<file path="src/rtl/vid_timing_pkg.sv">
// Shared constants, types and helpers for the raster timing generator.
package vid_timing_pkg;

  // XGA 1024x768 at 60 Hz.
  localparam int unsigned XGA_H_ACTIVE = 1024;
  localparam int unsigned XGA_H_FP     = 24;
  localparam int unsigned XGA_H_SYNC   = 136;
  localparam int unsigned XGA_H_BP     = 160;
  localparam int unsigned XGA_V_ACTIVE = 768;
  localparam int unsigned XGA_V_FP     = 3;
  localparam int unsigned XGA_V_SYNC   = 6;
  localparam int unsigned XGA_V_BP     = 29;

  // SE-native 512x342 raster, 704 x 370 totals.
  localparam int unsigned SE_H_ACTIVE = 512;
  localparam int unsigned SE_H_FP     = 16;
  localparam int unsigned SE_H_SYNC   = 160;
  localparam int unsigned SE_H_BP     = 16;
  localparam int unsigned SE_V_ACTIVE = 342;
  localparam int unsigned SE_V_FP     = 2;
  localparam int unsigned SE_V_SYNC   = 4;
  localparam int unsigned SE_V_BP     = 22;

  // Position of a fetch pixel within its VRAM slot period.
  typedef enum logic [1:0] {
    SLOT_READ,
    SLOT_IDLE,
    SLOT_WRITE
  } slot_phase_e;

  // Single-bit registered outputs, decoded together from the next raster position.
  typedef struct packed {
    logic hSync;
    logic vSync;
    logic vidActive;
    logic fetchActive;
    logic frameStart;
    logic lineStart;
    logic vblankStart;
    logic readSlot;
    logic writeSlot;
  } vid_flags_t;

  function automatic int unsigned hTotal(int unsigned active, int unsigned fp,
                                         int unsigned sync, int unsigned bp);
    return active + fp + sync + bp;
  endfunction

  function automatic int unsigned vTotal(int unsigned active, int unsigned fp,
                                         int unsigned sync, int unsigned bp);
    return active + fp + sync + bp;
  endfunction

  // Fetch words per displayed line: one read slot covers 2^slotBits pixels.
  function automatic int unsigned bytesPerLine(int unsigned hActive, int unsigned slotBits);
    return hActive >> slotBits;
  endfunction

  // Output values while stopped or in reset: syncs inactive, everything else low.
  function automatic vid_flags_t idleFlags(logic hPol, logic vPol);
    vid_flags_t f;
    f       = '0;
    f.hSync = ~hPol;
    f.vSync = ~vPol;
    return f;
  endfunction

endpackage

</file>
<file path="src/rtl/vid_timing_gen_if.sv">
// Timing generator bundle: control inputs plus raster, slot and buffer outputs.
interface vid_timing_gen_if #(
  parameter int unsigned H_W    = 11,
  parameter int unsigned V_W    = 10,
  parameter int unsigned ADDR_W = 15
);
  logic              enable;
  logic              bufSelReq;
  logic [H_W-1:0]    hCount;
  logic [V_W-1:0]    vCount;
  logic              hSync;
  logic              vSync;
  logic              vidActive;
  logic              fetchActive;
  logic              frameStart;
  logic              lineStart;
  logic              vblankStart;
  logic              readSlot;
  logic              writeSlot;
  logic [ADDR_W-1:0] fetchAddr;
  logic              bufSel;
  logic              bufSelAck;

  // Generator side.
  modport master (
    input  enable, bufSelReq,
    output hCount, vCount, hSync, vSync, vidActive, fetchActive, frameStart, lineStart,
           vblankStart, readSlot, writeSlot, fetchAddr, bufSel, bufSelAck
  );

  // Consumer side (arbiter, shifter, host).
  modport slave (
    output enable, bufSelReq,
    input  hCount, vCount, hSync, vSync, vidActive, fetchActive, frameStart, lineStart,
           vblankStart, readSlot, writeSlot, fetchAddr, bufSel, bufSelAck
  );
endinterface

</file>
<file path="src/rtl/vid_fetch_addr.sv">
// Linear VRAM fetch address counter with line-repeat rewind.
// All inputs describe the raster position that becomes current on the next edge.
module vid_fetch_addr #(
  parameter int unsigned ADDR_W     = 15,
  parameter int unsigned BPL        = 64,
  parameter int unsigned START_ADDR = 1
) (
  input  logic              pixClk,
  input  logic              nReset,
  input  logic              enable,
  input  logic              readNext,
  input  logic              firstNext,
  input  logic              lineEndNext,
  input  logic              repeatNext,
  output logic [ADDR_W-1:0] fetchAddr
);
  localparam logic [ADDR_W-1:0] Bpl       = ADDR_W'(BPL);
  // The first enabled frame starts fetching FETCH_LEAD pixels into line 0,
  // so the counter is parked at that word while stopped.
  localparam logic [ADDR_W-1:0] StartAddr = ADDR_W'(START_ADDR);

  logic [ADDR_W-1:0] cntQ, cntD;
  logic [ADDR_W-1:0] addrQ, addrD;
  logic [ADDR_W-1:0] issue;

  // Pick the address for the next read and advance or rewind the counter.
  always_comb begin
    issue = firstNext ? '0 : cntQ;
    cntD  = cntQ;
    addrD = addrQ;
    if (!enable) begin
      cntD  = StartAddr;
      addrD = '0;
    end else if (readNext) begin
      addrD = issue;
      cntD  = issue + 1'b1;
      // Repeated lines re-read the same span of words.
      if (lineEndNext && repeatNext) begin
        cntD = issue + 1'b1 - Bpl;
      end
    end
  end

  // Counter and registered address.
  always_ff @(posedge pixClk or negedge nReset) begin
    if (!nReset) begin
      cntQ  <= StartAddr;
      addrQ <= '0;
    end else begin
      cntQ  <= cntD;
      addrQ <= addrD;
    end
  end

  assign fetchAddr = addrQ;

endmodule

</file>
<file path="src/rtl/vid_timing_gen.sv">
// Parametrised raster timing generator and VRAM slot scheduler.
// Every output is decoded from the next counter state and registered, so all
// outputs line up with the hCount/vCount presented in the same cycle.
module vid_timing_gen
  import vid_timing_pkg::*;
#(
  parameter int unsigned H_ACTIVE   = XGA_H_ACTIVE,
  parameter int unsigned H_FP       = XGA_H_FP,
  parameter int unsigned H_SYNC     = XGA_H_SYNC,
  parameter int unsigned H_BP       = XGA_H_BP,
  parameter int unsigned V_ACTIVE   = XGA_V_ACTIVE,
  parameter int unsigned V_FP       = XGA_V_FP,
  parameter int unsigned V_SYNC     = XGA_V_SYNC,
  parameter int unsigned V_BP       = XGA_V_BP,
  parameter bit          H_SYNC_POL = 1'b0,
  parameter bit          V_SYNC_POL = 1'b0,
  parameter int unsigned SCALE_LOG2 = 1,
  parameter int unsigned FETCH_LEAD = 16,
  parameter int unsigned H_W        = 11,
  parameter int unsigned V_W        = 10,
  parameter int unsigned ADDR_W     = 15
) (
  input logic              pixClk,
  input logic              nReset,
  vid_timing_gen_if.master vif
);
  localparam int unsigned SLOT_BITS = 3 + SCALE_LOG2;
  localparam int unsigned H_TOTAL   = hTotal(H_ACTIVE, H_FP, H_SYNC, H_BP);
  localparam int unsigned V_TOTAL   = vTotal(V_ACTIVE, V_FP, V_SYNC, V_BP);
  localparam int unsigned BPL       = bytesPerLine(H_ACTIVE, SLOT_BITS);
  localparam int unsigned LAST_ADDR = ((V_ACTIVE - 1) >> SCALE_LOG2) * BPL + BPL - 1;

  localparam logic [H_W-1:0] HLast     = H_W'(H_TOTAL - 1);
  localparam logic [H_W-1:0] HActive   = H_W'(H_ACTIVE);
  localparam logic [H_W-1:0] HSyncBeg  = H_W'(H_ACTIVE + H_FP);
  localparam logic [H_W:0]   HSyncEnd  = (H_W + 1)'(H_ACTIVE + H_FP + H_SYNC);
  localparam logic [H_W:0]   HTotalX   = (H_W + 1)'(H_TOTAL);
  localparam logic [H_W:0]   FetchLead = (H_W + 1)'(FETCH_LEAD);
  localparam logic [H_W-1:0] LastReadF = H_W'(H_ACTIVE - (1 << SLOT_BITS));
  localparam logic [V_W-1:0] VLast     = V_W'(V_TOTAL - 1);
  localparam logic [V_W-1:0] VActive   = V_W'(V_ACTIVE);
  localparam logic [V_W-1:0] VSyncBeg  = V_W'(V_ACTIVE + V_FP);
  localparam logic [V_W:0]   VSyncEnd  = (V_W + 1)'(V_ACTIVE + V_FP + V_SYNC);
  // Low fetch-line bits that are all ones on the last repeat of a source line.
  localparam logic [V_W-1:0] RepMask   = V_W'((1 << SCALE_LOG2) - 1);
  localparam logic [SLOT_BITS-1:0] WritePhase = SLOT_BITS'(1 << (SLOT_BITS - 1));
  localparam vid_flags_t     IdleFlags = idleFlags(H_SYNC_POL, V_SYNC_POL);

  // Illegal parameter sets stop elaboration.
  if ((FETCH_LEAD % (1 << SLOT_BITS)) != 0 || FETCH_LEAD >= H_ACTIVE) begin : gen_bad_lead
    $error("FETCH_LEAD must be a multiple of 2^SLOT_BITS and below H_ACTIVE");
  end
  if ((H_ACTIVE % (1 << SLOT_BITS)) != 0) begin : gen_bad_hactive
    $error("H_ACTIVE must be a multiple of 2^SLOT_BITS");
  end
  if (H_TOTAL > (1 << H_W) || V_TOTAL > (1 << V_W)) begin : gen_bad_counts
    $error("H_TOTAL/V_TOTAL do not fit H_W/V_W");
  end
  if (H_SYNC == 0 || V_SYNC == 0) begin : gen_bad_sync
    $error("sync widths must be non-zero");
  end
  if (LAST_ADDR >= (1 << ADDR_W)) begin : gen_bad_addr
    $error("last fetch address does not fit ADDR_W");
  end

  logic [H_W-1:0] hCountQ, hNext;
  logic [V_W-1:0] vCountQ, vNext;
  logic [H_W:0]   fSum;
  logic           fWrap;
  logic [H_W-1:0] fPos;
  logic [V_W-1:0] fLine;
  slot_phase_e    slotPhase;
  vid_flags_t     flagsQ, flagsD;
  logic           bufSelQ, bufSelD;
  logic           bufSelAckQ, bufSelAckD;
  logic           firstFetch, lineEnd, lineRepeat;

  // Next raster position; stopping parks the counters at pre-frame.
  always_comb begin
    hNext = HLast;
    vNext = VLast;
    if (vif.enable) begin
      if (hCountQ == HLast) begin
        hNext = '0;
        vNext = (vCountQ == VLast) ? '0 : vCountQ + 1'b1;
      end else begin
        hNext = hCountQ + 1'b1;
        vNext = vCountQ;
      end
    end
  end

  // Fetch position runs FETCH_LEAD pixels ahead and may spill into the next line.
  always_comb begin
    fSum  = {1'b0, hNext} + FetchLead;
    fWrap = (fSum >= HTotalX);
    fPos  = fWrap ? H_W'(fSum - HTotalX) : fSum[H_W-1:0];
    fLine = vNext;
    if (fWrap) begin
      fLine = (vNext == VLast) ? '0 : vNext + 1'b1;
    end
  end

  // Slot phase of the fetch pixel.
  always_comb begin
    slotPhase = SLOT_IDLE;
    if (fPos[SLOT_BITS-1:0] == '0) begin
      slotPhase = SLOT_READ;
    end else if (fPos[SLOT_BITS-1:0] == WritePhase) begin
      slotPhase = SLOT_WRITE;
    end
  end

  // Decode windows, pulses and slots for the next position.
  always_comb begin
    flagsD = IdleFlags;
    if (vif.enable) begin
      flagsD.hSync       = (hNext >= HSyncBeg && {1'b0, hNext} < HSyncEnd) ?
                           H_SYNC_POL : ~H_SYNC_POL;
      flagsD.vSync       = (vNext >= VSyncBeg && {1'b0, vNext} < VSyncEnd) ?
                           V_SYNC_POL : ~V_SYNC_POL;
      flagsD.vidActive   = (hNext < HActive) && (vNext < VActive);
      flagsD.fetchActive = (fPos < HActive) && (fLine < VActive);
      flagsD.frameStart  = (hNext == '0) && (vNext == '0);
      flagsD.lineStart   = (hNext == '0);
      flagsD.vblankStart = (hNext == '0) && (vNext == VActive);
      flagsD.readSlot    = flagsD.fetchActive && (slotPhase == SLOT_READ);
      flagsD.writeSlot   = (slotPhase == SLOT_WRITE);
    end
  end

  // Buffer select commits only on the edge that enters vblank.
  always_comb begin
    bufSelD    = bufSelQ;
    bufSelAckD = 1'b0;
    if (flagsD.vblankStart) begin
      bufSelD    = vif.bufSelReq;
      bufSelAckD = vif.bufSelReq ^ bufSelQ;
    end
  end

  // Raster counters and all decoded outputs.
  always_ff @(posedge pixClk or negedge nReset) begin
    if (!nReset) begin
      hCountQ    <= HLast;
      vCountQ    <= VLast;
      flagsQ     <= IdleFlags;
      bufSelQ    <= 1'b0;
      bufSelAckQ <= 1'b0;
    end else begin
      hCountQ    <= hNext;
      vCountQ    <= vNext;
      flagsQ     <= flagsD;
      bufSelQ    <= bufSelD;
      bufSelAckQ <= bufSelAckD;
    end
  end

  assign firstFetch = (fPos == '0) && (fLine == '0);
  assign lineEnd    = (fPos == LastReadF);
  assign lineRepeat = (fLine & RepMask) != RepMask;

  vid_fetch_addr #(
    .ADDR_W     (ADDR_W),
    .BPL        (BPL),
    .START_ADDR (FETCH_LEAD >> SLOT_BITS)
  ) uFetchAddr (
    .pixClk      (pixClk),
    .nReset      (nReset),
    .enable      (vif.enable),
    .readNext    (flagsD.readSlot),
    .firstNext   (firstFetch),
    .lineEndNext (lineEnd),
    .repeatNext  (lineRepeat),
    .fetchAddr   (vif.fetchAddr)
  );

  assign vif.hCount      = hCountQ;
  assign vif.vCount      = vCountQ;
  assign vif.hSync       = flagsQ.hSync;
  assign vif.vSync       = flagsQ.vSync;
  assign vif.vidActive   = flagsQ.vidActive;
  assign vif.fetchActive = flagsQ.fetchActive;
  assign vif.frameStart  = flagsQ.frameStart;
  assign vif.lineStart   = flagsQ.lineStart;
  assign vif.vblankStart = flagsQ.vblankStart;
  assign vif.readSlot    = flagsQ.readSlot;
  assign vif.writeSlot   = flagsQ.writeSlot;
  assign vif.bufSel      = bufSelQ;
  assign vif.bufSelAck   = bufSelAckQ;

endmodule
</file>
<file path="src/flat_wrapper.sv">
// flat-port wrapper written by rule: the top's interface ports become plain ports
module vid_timing_gen_flat import vid_timing_pkg::*;
#(
  parameter int unsigned H_ACTIVE   = XGA_H_ACTIVE,
  parameter int unsigned H_FP       = XGA_H_FP,
  parameter int unsigned H_SYNC     = XGA_H_SYNC,
  parameter int unsigned H_BP       = XGA_H_BP,
  parameter int unsigned V_ACTIVE   = XGA_V_ACTIVE,
  parameter int unsigned V_FP       = XGA_V_FP,
  parameter int unsigned V_SYNC     = XGA_V_SYNC,
  parameter int unsigned V_BP       = XGA_V_BP,
  parameter bit          H_SYNC_POL = 1'b0,
  parameter bit          V_SYNC_POL = 1'b0,
  parameter int unsigned SCALE_LOG2 = 1,
  parameter int unsigned FETCH_LEAD = 16,
  parameter int unsigned H_W        = 11,
  parameter int unsigned V_W        = 10,
  parameter int unsigned ADDR_W     = 15
)
  (pixClk, nReset, vif_enable, vif_bufSelReq, vif_hCount, vif_vCount, vif_hSync, vif_vSync, vif_vidActive, vif_fetchActive, vif_frameStart, vif_lineStart, vif_vblankStart, vif_readSlot, vif_writeSlot, vif_fetchAddr, vif_bufSel, vif_bufSelAck);
  vid_timing_gen_if #(.H_W(H_W), .V_W(V_W), .ADDR_W(ADDR_W)) vif_i ();
  input logic pixClk;
  input logic nReset;
  input wire logic [$bits(vif_i.enable)-1:0] vif_enable;
  input wire logic [$bits(vif_i.bufSelReq)-1:0] vif_bufSelReq;
  output wire logic [$bits(vif_i.hCount)-1:0] vif_hCount;
  output wire logic [$bits(vif_i.vCount)-1:0] vif_vCount;
  output wire logic [$bits(vif_i.hSync)-1:0] vif_hSync;
  output wire logic [$bits(vif_i.vSync)-1:0] vif_vSync;
  output wire logic [$bits(vif_i.vidActive)-1:0] vif_vidActive;
  output wire logic [$bits(vif_i.fetchActive)-1:0] vif_fetchActive;
  output wire logic [$bits(vif_i.frameStart)-1:0] vif_frameStart;
  output wire logic [$bits(vif_i.lineStart)-1:0] vif_lineStart;
  output wire logic [$bits(vif_i.vblankStart)-1:0] vif_vblankStart;
  output wire logic [$bits(vif_i.readSlot)-1:0] vif_readSlot;
  output wire logic [$bits(vif_i.writeSlot)-1:0] vif_writeSlot;
  output wire logic [$bits(vif_i.fetchAddr)-1:0] vif_fetchAddr;
  output wire logic [$bits(vif_i.bufSel)-1:0] vif_bufSel;
  output wire logic [$bits(vif_i.bufSelAck)-1:0] vif_bufSelAck;
  assign vif_i.enable = vif_enable;
  assign vif_i.bufSelReq = vif_bufSelReq;
  assign vif_hCount = vif_i.hCount;
  assign vif_vCount = vif_i.vCount;
  assign vif_hSync = vif_i.hSync;
  assign vif_vSync = vif_i.vSync;
  assign vif_vidActive = vif_i.vidActive;
  assign vif_fetchActive = vif_i.fetchActive;
  assign vif_frameStart = vif_i.frameStart;
  assign vif_lineStart = vif_i.lineStart;
  assign vif_vblankStart = vif_i.vblankStart;
  assign vif_readSlot = vif_i.readSlot;
  assign vif_writeSlot = vif_i.writeSlot;
  assign vif_fetchAddr = vif_i.fetchAddr;
  assign vif_bufSel = vif_i.bufSel;
  assign vif_bufSelAck = vif_i.bufSelAck;
  vid_timing_gen #(.H_ACTIVE(H_ACTIVE), .H_FP(H_FP), .H_SYNC(H_SYNC), .H_BP(H_BP), .V_ACTIVE(V_ACTIVE), .V_FP(V_FP), .V_SYNC(V_SYNC), .V_BP(V_BP), .H_SYNC_POL(H_SYNC_POL), .V_SYNC_POL(V_SYNC_POL), .SCALE_LOG2(SCALE_LOG2), .FETCH_LEAD(FETCH_LEAD), .H_W(H_W), .V_W(V_W), .ADDR_W(ADDR_W)) u_core (.pixClk(pixClk), .nReset(nReset), .vif(vif_i));
endmodule
</file>
<file path="config.mk">
export PLATFORM = sky130hd
export DESIGN_NAME = vid_timing_gen_flat
export DESIGN_NICKNAME = d
export VERILOG_FILES = /design/src/rtl/vid_timing_pkg.sv /design/src/rtl/vid_timing_gen_if.sv /design/src/rtl/vid_fetch_addr.sv /design/src/rtl/vid_timing_gen.sv /design/src/flat_wrapper.sv
export SDC_FILE = /design/constraint.sdc
export NUM_CORES = 1
export LEC_CHECK = 0
export ABC_AREA = 1
export BUFFER_PORTS_ARGS = -buffer_cell sky130_fd_sc_hd__buf_2
export CAP_MARGIN = 25
export CORE_ASPECT_RATIO = 0.7
export CORE_MARGIN = 8
export CORE_UTILIZATION = 64
export DETAILED_ROUTE_END_ITERATION = 8
export PLACE_DENSITY = 0.94
export REMOVE_ABC_BUFFERS = 1
export SLEW_MARGIN = 10
export SYNTH_ARGS = -nofsm -noshare
export SYNTH_HDL_FRONTEND = slang
export SYNTH_SLANG_ARGS = --single-unit
</file>
<file path="constraint.sdc">
create_clock -name pixClk -period 7.6 [get_ports pixClk]
set_input_delay 0.76 -clock pixClk [delete_from_list [all_inputs] [get_ports pixClk]]
set_output_delay 0.76 -clock pixClk [all_outputs]
set_load 0.03 [all_outputs]
</file>
* Yosys cells after proc, flatten, opt, wreduce, memory -nomap -nowiden
Cells that the tools add are included.
Word-level totals: ROM bits 0, output and inout bits 47, bits in latches 0, flip-flop bits (word level) 62, memories kept 0, memory bits (writable) 0, input port bits 4
Operators by class: eq/ne operators 8, reductions and logical operators 15, shifts and indexed selects 0, multiplexer cells 20, $mul 0, div/mod/pow operators 0, magnitude comparators 9, $add $sub $neg 7, bitwise operators 2
Operators with widths (count):
- 2-to-1 mux 15 bit | 6
- 2-to-1 mux 10 bit | 5
- < comparator 11 bit (second input constant) | 3
- 2-to-1 mux 11 bit | 3
- equality test 10 bit (second input constant) | 3
- < comparator 10 bit (second input constant) | 3
- zero test 11 bit | 2
- adder 10 x 1 -> 10 bit (second input constant) | 2
- zero test 10 bit | 2
- adder 15 x 1 -> 15 bit (second input constant) | 1
- subtractor 15 x 7 -> 15 bit (second input constant) | 1
- adder 11 x 5 -> 12 bit (second input constant) | 1
- greater-or-equal comparator 12 x 11 -> 1 bit (second input constant) | 1
- adder 11 x 1 -> 11 bit (second input constant) | 1
- equality test 11 x 10 -> 1 bit (second input constant) | 1
- equality test 11 bit (second input constant) | 1
- greater-or-equal comparator 11 bit (second input constant) | 1
- subtractor 11 bit (second input constant) | 1
- greater-or-equal comparator 10 bit (second input constant) | 1
- logical AND 1 bit | 9
- 2-to-1 mux 9 bit | 1
- equality test 4 bit (second input constant) | 1
- zero test 4 bit | 1
- 2-to-1 mux 2 bit | 2
- 6 further kinds | 8

* Logic depth before layout (Yosys ltp)
depth after elaboration 15, depth in mapped cells 43, gate-level depth less buffers 40

* By module
From an unflattened synthesis, not the netlist that was laid out.
Unflattened totals: cell total of the unflattened synthesis 651, area, all modules 4630.7 sq um
By module, submodules not included:
- vid_timing_gen | cells an instance 409, times used 1, area an instance 2743.9 sq um, sequential area each 819.5 sq um
- vid_fetch_addr | cells an instance 242, times used 1, area an instance 1886.8 sq um, sequential area each 752.0 sq um

* Least setup slack after synthesis
OpenSTA, ideal clock, no wires.
path kind reg-to-reg, start reg u_core.hCountQ[0] (netlist: u_core.vif.hCount[0]), end reg u_core.uFetchAddr.cntQ[12], clock period less this slack 4704 ps, cell stages (with the launch flop) 41, arrival 4627 ps, library setup time 76 ps, setup slack 2896 ps, path buffers 3, path through dfstp_2 ha_1 nand2_2 nor2_2 nand2_1 nand3_1 nand2_2 o21ai_0 nand2_1 inv_1 ha_1 inv_1 nor2_1 nand2_1 nand2_1 nand3_2 buf_4 nand3_1 [5 not listed] buf_4 nand2_1 inv_1 ha_1 nand3_1 nor2_1 nand2_1 nand2_1 nand2_2 ha_1 nand2_1 inv_1 nand3_2 nor2_4 nand2_1 nand2_1 nand2_1 o21ai_1
On the way: longest elaborated chain between the ends 14, elaborated cells on any way between the ends 37
RTL lines:
- start, declared | RTL line vid_timing_gen.sv:66 | logic [H_W-1:0] hCountQ, hNext;
- start signal, assigned | RTL line vid_timing_gen.sv:145 | hCountQ <= HLast;
- start signal, assigned | RTL line vid_timing_gen.sv:151 | hCountQ <= hNext;
- adder 11 x 1 -> 11 bit or equality test 11 bit (tied branches) | RTL line vid_timing_gen.sv:87, vid_timing_gen.sv:83
- 2-to-1 mux 11 bit * | RTL line vid_timing_gen.sv:83 | if (hCountQ == HLast) begin
- 2-to-1 mux 11 bit * | RTL line vid_timing_gen.sv:82 | if (vif.enable) begin
- via u_core.hNext[4] | RTL line vid_timing_gen.sv:66
- adder 11 x 5 -> 12 bit * | RTL line vid_timing_gen.sv:95 | fSum = {1'b0, hNext} + FetchLead;
- subtractor 11 bit or greater-or-equal comparator 12 x 11 -> 1 bit (tied branches) | RTL line vid_timing_gen.sv:97, vid_timing_gen.sv:96
- 2-to-1 mux 11 bit or 2-to-1 mux 10 bit (tied branches) | RTL line vid_timing_gen.sv:97, vid_timing_gen.sv:99
- zero test 11 bit or zero test 10 bit (tied branches) | RTL line vid_timing_gen.sv:159 | assign firstFetch = (fPos == '0) && (fLine == '0);
- logical AND 1 bit | RTL line vid_timing_gen.sv:159
- 2-to-1 mux 15 bit | RTL line vid_fetch_addr.sv:28 | issue = firstNext ? '0 : cntQ;
- adder 15 x 1 -> 15 bit | RTL line vid_fetch_addr.sv:36, vid_fetch_addr.sv:39
- subtractor 15 x 7 -> 15 bit | RTL line vid_fetch_addr.sv:39 | cntD = issue + 1'b1 - Bpl;
- 2-to-1 mux 15 bit | RTL line vid_fetch_addr.sv:38 | if (lineEndNext && repeatNext) begin
- 2-to-1 mux 15 bit | RTL line vid_fetch_addr.sv:34 | end else if (readNext) begin
- 2-to-1 mux 15 bit | RTL line vid_fetch_addr.sv:31 | if (!enable) begin
- end signal, assigned | RTL line vid_fetch_addr.sv:47 | cntQ <= StartAddr;
- end signal, assigned | RTL line vid_fetch_addr.sv:50 | cntQ <= cntD;
- end, declared | RTL line vid_fetch_addr.sv:22 | logic [ADDR_W-1:0] cntQ, cntD;
Mark *: on every way through the listed nets, which the timed path passes. The rest lies on a longest branch. The select of a mux whose other input is x is not followed. A chain may end at the register's enable or synchronous reset.

* Worst setup path in the final report
Ends and elaborated chain as after synthesis.

==> results_dict.tcl <==
set metrics [dict create \
    status "complete, no violations" \
    insertion_delay_ns 0.35 \
    yosysUniqueCellTypes 45 \
    holdBufCountCts 0 \
    ir_drop_v 0.0002513 \
    synth_area_um2 4584 \
    skew_ns 0.01449 \
    numCtsBuffers 9 \
    avgSynthCellArea_um2 6.988 \
    yosys_warnings 0 \
    vias 4644 \
    tightest_slew_ns 0.8054 \
    yosysSeqAreaShare_pct 34.28 \
    synthCells 656 \
    die-width_um 117.2 \
    slowest_delay_ns 0.61 \
    cp_common_cell "nand2_1" \
    drc 0 \
    clock-root-buffer "clkbuf_8" \
    cts_tree "built" \
    die_h_um 86.81 \
    gp_congestion 0.9172 \
    fin_crit_sh_pct 78.39 \
    grt_pass1_wl_um 21090 \
    power_mw 1.992 \
    htree_num_levels 3 \
    rsz0062_at_grt "no" \
    grt_pass1_vias 4261 \
    fin_crit_ns 5.958 \
    tns_ns 0 \
    setup_violations 0 \
    grt_max_degree 63 \
    dpl.cell_count 787 \
    antenna_found_initial 0 \
    crit_required_ns 7.89 \
    slew_headroom_pct 45.98 \
    postCtsSetupRepairBufs 0 \
    crit_path_end "u_core.uFetchAddr.cntQ[12]$_DFFE_PN0P_" \
    rr_endpoint "u_core.uFetchAddr.cntQ[12]$_DFFE_PN0P_" \
    rr_startpoint "u_core.vif.hCount[0]$_DFF_PN1_" \
    num_rows 25 \
    area_growth_pct 10.92 \
    coreArea_um2 6850 \
    initial_utilization_pct 66.92 \
    post_drt_wl_per_cell_um 15.88 \
    hold_ws_ns 0.4902 \
    cp-start-kind "flip-flop" \
    maxCapViolCount 0 \
    slew_viol_final 0 \
    drtPass1Iterations 6 \
    hpwl_um 9348 \
    fmax_ghz 0.1678 \
    worstHoldStart "u_core.uFetchAddr.fetchAddr[12]$_DFFE_PN0P_" \
    clk_pin_slew_worst_paths_ns 0.08 \
    ant_nets 0 \
    path_max_fanout 29 \
    cts.sinks 62 \
    cts_resized 0 \
    overflow 0 \
    cp-startpoint "u_core.vif.hCount[0]$_DFF_PN1_" \
    critical_path_arrival_ns 6.25 \
    max-clock-path-buffers 2 \
    cp_slowest_cell "nand3_2" \
    reg2reg_depth 40 \
    rrSetupSlack_ns 1.64 \
    grtUsageTotal_pct 26.24 \
    ioPinCount 51 \
    antenna-diode-count 0 \
    dieArea_um2 10170 \
    end_kind "flip-flop" \
    path_class "flip-flop to flip-flop" \
    place.port_buffers 50 \
    final_nets 719 \
    fin_cells 803 \
    drtIter0Drc 482 \
    p_leak_nw 2.744 \
    vias_per_cell 5.783 \
    powerDensity_nw_per_um2 391.7 \
    hold_viol_final 0 \
    totalWireLength_um 12750 \
    min_path_type "flip-flop to flip-flop" \
    synth.ff_latch_count 62 \
    drive_gt1_share_pct 21.72 \
]
[stage by stage]
| step | setup WS [ns] | util, % | cell area, µm² |
|---|---|---|---|
| 6_report | 1.642 | 74.23 | 5085 |
| 5_1_grt | 1.072 | 74.23 | 5085 |
| 4_1_cts | 1.784 | 74.23 | 5085 |
| 3_5_place_dp | 1.729 | 70.83 | 4852 |
| 3_3_place_gp | 2.021 | 70.83 | 4852 |
| 2_1_floorplan | 2.581 | - | 4469 |
[per-layer routing]
| layer | vias up | track usage, % | wire [µm] |
|---|---|---|---|
| met4 | 0 | 7.060 | 222 |
| met1 | 2104 | 37.54 | 5405 |
| met2 | 297 | 38.00 | 5473 |
| met5 | - | 0 | 0 |
| met3 | 29 | 6.593 | 1647 |
| li1 | 2214 | - | - |
[cell type report]
cell class	count	area, µm²
Multi-Input combinational cell	493	2575
Tap cell	94	117.6
Fill cell	537	1765
Sequential cell	62	1572
Timing Repair Buffer	52	265.3
Clock inverter	5	81.33
Inverter	86	322.8
Clock buffer	11	151.4
[how the worst min path moves through the flow]
stage | end | slack, ns | cells past startpoint
after global placement | u_core.uFetchAddr.fetchAddr[4]$_DFFE_PN0P_ | 0.46 | 2
after detailed placement | u_core.uFetchAddr.fetchAddr[11]$_DFFE_PN0P_ | 0.47 | 2
after CTS | u_core.uFetchAddr.fetchAddr[11]$_DFFE_PN0P_ | 0.49 | 2
after floorplan | u_core.uFetchAddr.cntQ[14]$_DFFE_PN0P_ | 0.45 | 2
final | u_core.uFetchAddr.fetchAddr[12]$_DFFE_PN0P_ | 0.49 | 2
after global routing | u_core.uFetchAddr.fetchAddr[11]$_DFFE_PN0P_ | 0.51 | 2
[worst max-delay path, delay by kind of cell, from the launching register on]
family	cells	cell delay, ns
fa+ha+maj	4	0.80
buf+inv	4	0.27
flops	1	0.60
simple gates	30	3.98
compound gates	2	0.23
[report_power, final]
group          internal, mW  leakage (nW)  switching [mW]
clock                 0.202         0.116           0.136
sequential            0.402         0.803          0.0683
combinational         0.347          1.83           0.835
total                 0.952          2.74            1.04
[cell usage in the layout (no fill, tap or decap), types with 9 or more instances in the layout]
| cell | instances |
|---|---|
| buf_2 | 50 |
| clkbuf_8 | 11 |
| dfrtp_1 | 46 |
| dfstp_2 | 16 |
| ha_1 | 11 |
| inv_1 | 77 |
| nand2_1 | 196 |
| nand2_2 | 16 |
| nand3_1 | 73 |
| nand3_2 | 17 |
| nand4_1 | 20 |
| nor2_1 | 57 |
| nor2_2 | 11 |
| nor3_1 | 9 |
| o21ai_0 | 28 |
[flip-flops by register name, summed over array words and instances, names as in the netlist, 10 cells and up]
signal                       flops
u_core.uFetchAddr.fetchAddr     15
u_core.uFetchAddr.cntQ          15
u_core.vif.vCount               10
u_core.vif.hCount               11
[kinds of logic (layout without fill, tap and decap cells)]
logic type | after synthesis | after routing | share of synthesized area [%]
xor+xnor | 7 | 7 | 1.337
simple gates | 418 | 418 | 44.13
buf+inv | 101 | 154 | 9.552
fa+ha+maj | 11 | 11 | 3.002
flops | 62 | 62 | 34.28
compound gates | 57 | 57 | 7.697
[synth_stat cells, drive strengths merged]
cell / n / area (µm²)
nand2: 214 / 858.3
nand3: 91 / 553.0
inv: 84 / 315.3
nor2: 75 / 361.6
dfrtp: 46 / 1151
o21ai: 38 / 201.4
nand4: 21 / 137.6
dfstp: 16 / 420.4
buf: 13 / 107.6
ha: 11 / 137.6
nor3: 10 / 61.31
a21oi: 6 / 30.03
xor2: 5 / 43.79
nand3b: 3 / 22.52
o21bai: 3 / 33.78
a21o: 2 / 15.01
a32o: 2 / 20.02
clkbuf: 2 / 7.510
clkinv: 2 / 7.510
xnor2: 2 / 17.52
a21boi: 1 / 11.26
a22o: 1 / 8.760
a32oi: 1 / 8.760
nor3b: 1 / 7.510
nor4: 1 / 6.260
o2111ai: 1 / 8.760
o21a: 1 / 7.510
o31ai: 1 / 7.510
or2: 1 / 6.260
or3b: 1 / 8.760
No activity file was read; power rests on OpenSTA's default activity.
